==> config.mk <==
export PLATFORM = sky130hd
export DESIGN_NAME = seq1_bist
export DESIGN_NICKNAME = d
export VERILOG_FILES = /design/src/rtl/seq1_bist_pkg.sv /design/src/rtl/seq1_bist_misr8.sv /design/src/rtl/seq1_bist.sv
export SDC_FILE = /design/constraint.sdc
export NUM_CORES = 1
export LEC_CHECK = 0
export BUFFER_PORTS_ARGS = -buffer_cell sky130_fd_sc_hd__buf_2
export CORE_UTILIZATION = 45
export CTS_BUF_LIST = sky130_fd_sc_hd__clkbuf_16
export DETAILED_ROUTE_END_ITERATION = 10
export GPL_ROUTABILITY_DRIVEN = 0
export MAX_ROUTING_LAYER = met4
export PLACE_DENSITY = 0.62
export SYNTH_ARGS = -nofsm -noshare
export SYNTH_HDL_FRONTEND = slang
export SYNTH_HIERARCHICAL = 1
export SYNTH_SLANG_ARGS = --single-unit
==> constraint.sdc <==
create_clock -name CLK -period 4 [get_ports CLK]
set_clock_uncertainty 0.05 [all_clocks]
set_input_delay 0.4 -clock CLK [delete_from_list [all_inputs] [get_ports CLK]]
set_output_delay 0.4 -clock CLK [all_outputs]
set_load 0.02 [all_outputs]
==> src/rtl/seq1_bist_pkg.sv <==
// Shared types, constants and update functions for the seq1 self-test driver/checker.
// Both the top level and the misr8 compactor use the same step functions.
package seq1_bist_pkg;

  typedef enum logic [1:0] {
    ST_IDLE  = 2'd0,
    ST_RUN   = 2'd1,
    ST_FLUSH = 2'd2,
    ST_DONE  = 2'd3
  } state_e;

  localparam int unsigned LFSR_W = 4;
  localparam int unsigned RESP_W = 3;
  localparam int unsigned MISR_W = 8;
  localparam int unsigned CNT_W  = 8;

  // Feedback taps for x^4+x^3+1: bits 3 and 2 feed the new LSB
  localparam logic [LFSR_W-1:0] LFSR_TAPS    = 4'b1100;
  localparam logic [MISR_W-1:0] MISR_POLY    = 8'h1D;
  localparam logic [LFSR_W-1:0] DEFAULT_SEED = 4'b0001;

  function automatic logic [LFSR_W-1:0] lfsr_next(input logic [LFSR_W-1:0] l);
    return {l[LFSR_W-2:0], ^(l & LFSR_TAPS)};
  endfunction

  function automatic logic [MISR_W-1:0] misr_next(input logic [MISR_W-1:0] m,
                                                  input logic [RESP_W-1:0] d);
    return {m[MISR_W-2:0], 1'b0}
         ^ (m[MISR_W-1] ? MISR_POLY : MISR_W'(0))
         ^ {(MISR_W-RESP_W)'(0), d};
  endfunction

endpackage

==> src/rtl/seq1_bist_misr8.sv <==
// 8-bit multiple-input signature register compacting the 3-bit seq1 response.
// Clear wins over enable so a restart never folds a stale response in.
module misr8
  import seq1_bist_pkg::*;
(
  input  logic              CLK,
  input  logic              RST,
  input  logic              CLR,
  input  logic              EN,
  input  logic [RESP_W-1:0] D,
  output logic [MISR_W-1:0] Q
);

  logic [MISR_W-1:0] r_q;

  always_ff @(posedge CLK) begin
    if (RST) begin
      r_q <= '0;
    end else if (CLR) begin
      r_q <= '0;
    end else if (EN) begin
      r_q <= misr_next(r_q, D);
    end
  end

  assign Q = r_q;

endmodule

==> src/rtl/seq1_bist.sv <==
// Self-test driver/checker for seq1: LFSR stimulus out on I_OUT, MISR compaction of
// S_IN aligned by a LAT-deep valid pipe, and a final signature compare against EXP_SIG.
module seq1_bist
  import seq1_bist_pkg::*;
#(
  parameter int unsigned       N_PATTERNS = 15,
  parameter int unsigned       LAT        = 2,
  parameter logic [LFSR_W-1:0] SEED       = DEFAULT_SEED
) (
  input  logic              CLK,
  input  logic              RST,
  input  logic              START,
  input  logic [RESP_W-1:0] S_IN,
  input  logic [MISR_W-1:0] EXP_SIG,
  output logic [LFSR_W-1:0] I_OUT,
  output logic              BUSY,
  output logic              DONE,
  output logic [MISR_W-1:0] SIG,
  output logic              PASS
);

  // An all-zero seed would lock the LFSR, so it is replaced by the default
  localparam logic [LFSR_W-1:0] SEED_L   = (SEED == '0) ? DEFAULT_SEED : SEED;
  localparam logic [CNT_W-1:0]  CNT_LAST = CNT_W'(N_PATTERNS);
  localparam logic [LAT-1:0]    VP_LAST  = LAT'(1 << (LAT - 1));

  state_e            r_state, w_state_nxt;
  logic [LFSR_W-1:0] r_lfsr, w_lfsr_nxt;
  logic [CNT_W-1:0]  r_cnt, w_cnt_nxt;
  logic [LAT-1:0]    r_vpipe, w_vpipe_nxt;
  logic [LFSR_W-1:0] r_iout, w_iout_nxt;
  logic              r_busy, w_busy_nxt;
  logic              r_done, w_done_nxt;
  logic [MISR_W-1:0] r_sig, w_sig_nxt;
  logic              r_pass, w_pass_nxt;
  logic              w_misr_clr;
  logic              w_absorb;
  logic [MISR_W-1:0] w_misr_q;
  logic [MISR_W-1:0] w_misr_fin;

  // Bit 0 marks that the previous cycle presented a pattern; the top bit gates absorption
  assign w_vpipe_nxt = (r_vpipe << 1) | LAT'(r_state == ST_RUN);
  assign w_absorb    = r_vpipe[LAT-1];
  assign w_misr_fin  = misr_next(w_misr_q, S_IN);

  misr8 u_misr (
    .CLK (CLK),
    .RST (RST),
    .CLR (w_misr_clr),
    .EN  (w_absorb),
    .D   (S_IN),
    .Q   (w_misr_q)
  );

  always_ff @(posedge CLK) begin
    if (RST) begin
      r_state <= ST_IDLE;
      r_lfsr  <= SEED_L;
      r_cnt   <= '0;
      r_vpipe <= '0;
      r_iout  <= '0;
      r_busy  <= 1'b0;
      r_done  <= 1'b0;
      r_sig   <= '0;
      r_pass  <= 1'b0;
    end else begin
      r_state <= w_state_nxt;
      r_lfsr  <= w_lfsr_nxt;
      r_cnt   <= w_cnt_nxt;
      r_vpipe <= w_vpipe_nxt;
      r_iout  <= w_iout_nxt;
      r_busy  <= w_busy_nxt;
      r_done  <= w_done_nxt;
      r_sig   <= w_sig_nxt;
      r_pass  <= w_pass_nxt;
    end
  end

  always_comb begin
    w_state_nxt = r_state;
    w_lfsr_nxt  = r_lfsr;
    w_cnt_nxt   = r_cnt;
    w_iout_nxt  = r_iout;
    w_done_nxt  = r_done;
    w_sig_nxt   = r_sig;
    w_pass_nxt  = r_pass;
    w_misr_clr  = 1'b0;

    case (r_state)
      ST_IDLE, ST_DONE: begin
        if (START) begin
          w_state_nxt = ST_RUN;
          w_iout_nxt  = SEED_L;
          w_lfsr_nxt  = lfsr_next(SEED_L);
          w_cnt_nxt   = CNT_W'(1);
          w_misr_clr  = 1'b1;
          w_done_nxt  = 1'b0;
          w_sig_nxt   = '0;
          w_pass_nxt  = 1'b0;
        end
      end
      ST_RUN: begin
        if (r_cnt == CNT_LAST) begin
          w_state_nxt = ST_FLUSH;
          w_iout_nxt  = '0;
        end else begin
          w_iout_nxt = r_lfsr;
          w_lfsr_nxt = lfsr_next(r_lfsr);
          w_cnt_nxt  = r_cnt + CNT_W'(1);
        end
      end
      ST_FLUSH: begin
        // Only the final response remains in flight: it is absorbed on this edge
        if (r_vpipe == VP_LAST) begin
          w_state_nxt = ST_DONE;
          w_done_nxt  = 1'b1;
          w_sig_nxt   = w_misr_fin;
          w_pass_nxt  = (w_misr_fin == EXP_SIG);
        end
      end
      default: begin
        w_state_nxt = ST_IDLE;
      end
    endcase
  end

  assign w_busy_nxt = (w_state_nxt == ST_RUN) || (w_state_nxt == ST_FLUSH);

  assign I_OUT = r_iout;
  assign BUSY  = r_busy;
  assign DONE  = r_done;
  assign SIG   = r_sig;
  assign PASS  = r_pass;

endmodule

==> results.json <==
{
  "hold_violations": 0,
  "htree_levels": 2,
  "track_usage_pct": 18.5,
  "hold_slack_ps": 398,
  "crit_chain": "inv_1 -> ha_1 -> mux2i_1 -> a31o_1 -> nor3_1 -> xnor2_1 -> nor2_1",
  "synth_seq_cells": 39,
  "yosysTopAreaCell": "dfxtp_1",
  "synth_top_area_share_pct": 43.1,
  "period_minus_slack_ps": 2270,
  "rows": 22,
  "powerDensity_mw_per_mm2": 441,
  "layout-drive-gt1-share_pct": 16.5,
  "syn_avg_cell_area_um2": 8.87,
  "drcViolationCount": 0,
  "dieWidth_um": 65.4,
  "leakagePower_nw": 0.858,
  "antenna_found_initial": 0,
  "post_cts_buffers": 0,
  "clockBufferDepth": 2,
  "setup_viol": 0,
  "worstPathRequired_ps": 4100,
  "crit_family": "multiplexers",
  "crit_buf_inv": 1,
  "async_flop_share_pct": 0,
  "clk_latency_ps": 270,
  "cp-start-kind": "flip-flop",
  "n_antenna_cell": 0,
  "yosysSeqAreaShare_pct": 43.1,
  "grt_pass1_vias": 1274,
  "io_pins": 29,
  "port_buffers": 28,
  "first_pass_iters": 4,
  "end_kind": "flip-flop",
  "start_util_pct": 48.0,
  "crit_path_top_delay_cell": "mux2i_1",
  "hpwl_um": 2600,
  "drt_iter0_drc": 118,
  "cts.sinks": 39,
  "fin_nets": 247,
  "wl_per_cell_um": 12.6,
  "netlist_area_mm2": 0.00181,
  "synth_cells": 204,
  "cts-hold-fix-buffers": 0,
  "ff_latch_area_um2": 781,
  "slew_viol_final": 0,
  "tightest_slew_ps": 650,
  "synth_ff_type": "dfxtp_1",
  "maxCapViolations": 0,
  "tritoncts": "yes",
  "cp.arrival_ps": 2370,
  "syn_to_final_growth_pct": 17.1,
  "relSlewSlack_pct": 56.3,
  "fin_crit_sh_pct": 56.7,
  "fin_tns_setup_ps": 0,
  "power_uw": 935,
  "post_cts_resized": 0,
  "worstPathMaxFanout": 11,
  "fmax_ghz": 0.441,
  "crit_type": "reg2reg",
  "clk_pin_slew_ps": 60,
  "fill_cells": 356,
  "hp-class": "reg2reg",
  "antenna_left": 0,
  "drt-vias-per-instance": 5.15,
  "peakVddDrop_mv": 0.256,
  "floorplan.die_area_mm2": 0.00428,
  "core_mm2": 0.00377,
  "grt_max_degree": 27,
  "rsz0062_at_grt": "false",
  "synth_edf_count": 0,
  "synthTopCellsByArea": "dfxtp_1, xnor2_1, xor2_1",
  "num_vias": 1432,
  "grt_overflow": 0,
  "yosysMostFrequentCell": "dfxtp_1",
  "cpPeakStageDelay_ps": 520,
  "status": "completed",
  "multi_input_area_um2": 950,
  "syn_nets": 222,
  "synthTopCellsByCount": "dfxtp_1, nor2_1, nand2_1",
  "yosys_warnings": 6,
  "routed_wl_um": 3500,
  "die_y_um": 65.4,
  "cts-buffers-inserted": 5,
  "clockRootBuffer": "clkbuf_16",
  "r2r_slack_ps": 1730,
  "synth.distinct_cells": 40,
  "grt_first_pass_wirelength_um": 5950
}
[area by class of cell]
type | instances | share of cell area [%]
multi-input combinational | 148 | 44.8
sequential | 39 | 36.8
timing repair buffer | 28 | 6.61
clock buffer | 5 | 5.90
tap | 48 | 2.83
clock inverter | 3 | 1.83
inverter | 7 | 1.24
[final timing paths]
| kind | from | endpoint | cells after the start |
|---|---|---|---|
| worst max-delay path | r_state[0] | r_cnt[5] | 7 |
| worst min-delay path | SIG[7] | SIG[7] | 2 |
| worst max register to register | r_state[0] | r_cnt[5] | 7 |
| worst min register to register | SIG[7] | SIG[7] | 2 |
[sequential cells by signal, summed over array words and instances (netlist names)]
name,flops
SIG,8
PASS,1
r_lfsr,4
I_OUT,4
r_vpipe,2
BUSY,1
DONE,1
r_state,2
u_misr/Q,8
r_cnt,8
[worst register-to-register path: cells and delay by family (launching register included)]
kind            cells  cell delay, ps
mux                 1             520
fa+ha+maj           1             380
xor+xnor            1             160
buf+inv             1              80
flops               1             330
compound gates      1             440
simple gates        2             190
[per-layer routing]
metal,track usage [%],wire [um],vias to the layer above
li1,-,-,743
met1,26.1,1830,661
met2,26.0,1530,26
met3,4.34,117,2
met4,5.16,19,0
met5,-,0,-
[power by group]
part,total (mW),switching [mW],internal (mW),leakage [nW]
logic,0.0907,0.0572,0.0335,0.460
clock network,0.438,0.147,0.291,0.0812
registers,0.407,0.00770,0.399,0.316
total,0.935,0.212,0.723,0.858
[metrics by stage]
| step | cell area (um^2) | util [%] | setup WS (ps) | cells |
|---|---|---|---|---|
| after floorplan | 1810 | - | 2100 | 204 |
| after CTS | 2120 | 56.2 | 1730 | 278 |
| final | 2120 | 56.2 | 1730 | 278 |
| after global placement | 1960 | 51.9 | 1870 | 270 |
| after global routing | 2120 | 56.2 | 1510 | 278 |
| after detailed placement | 1960 | 51.9 | 1730 | 270 |
[layout by cell type (no fill, tap or decap), drive strengths merged, types with 2 or more instances in the layout]
cell type | synthesis | routed
a31oi | 2 | 2
nor2b | 2 | 2
nand3 | 14 | 14
a22oi | 2 | 2
a211oi | 6 | 6
xnor2 | 12 | 12
nor2 | 24 | 24
ha | 4 | 4
nor4 | 3 | 3
mux2i | 5 | 5
inv | 7 | 7
buf | 3 | 28
clkinv | 0 | 2
xor2 | 12 | 12
nand2 | 23 | 23
clkbuf | 7 | 5
o21ai | 4 | 4
a21oi | 15 | 15
nand2b | 2 | 2
dfxtp | 39 | 39
nor3 | 2 | 2
[cell families (layout without fill, tap and decap cells)]
group	Yosys count	count (layout)	share of synthesized area, %
multiplexers	5	5	2.76
buffers and inverters	17	43	4.42
XOR/XNOR	25	25	12.9
flip-flops	39	39	43.1
AO/OA/AOI/OAI	37	37	13.8
AND/OR/NAND/NOR	77	77	20.2
adder cells (fa/ha/maj)	4	4	2.76
(Power assumes the default switching activity.)
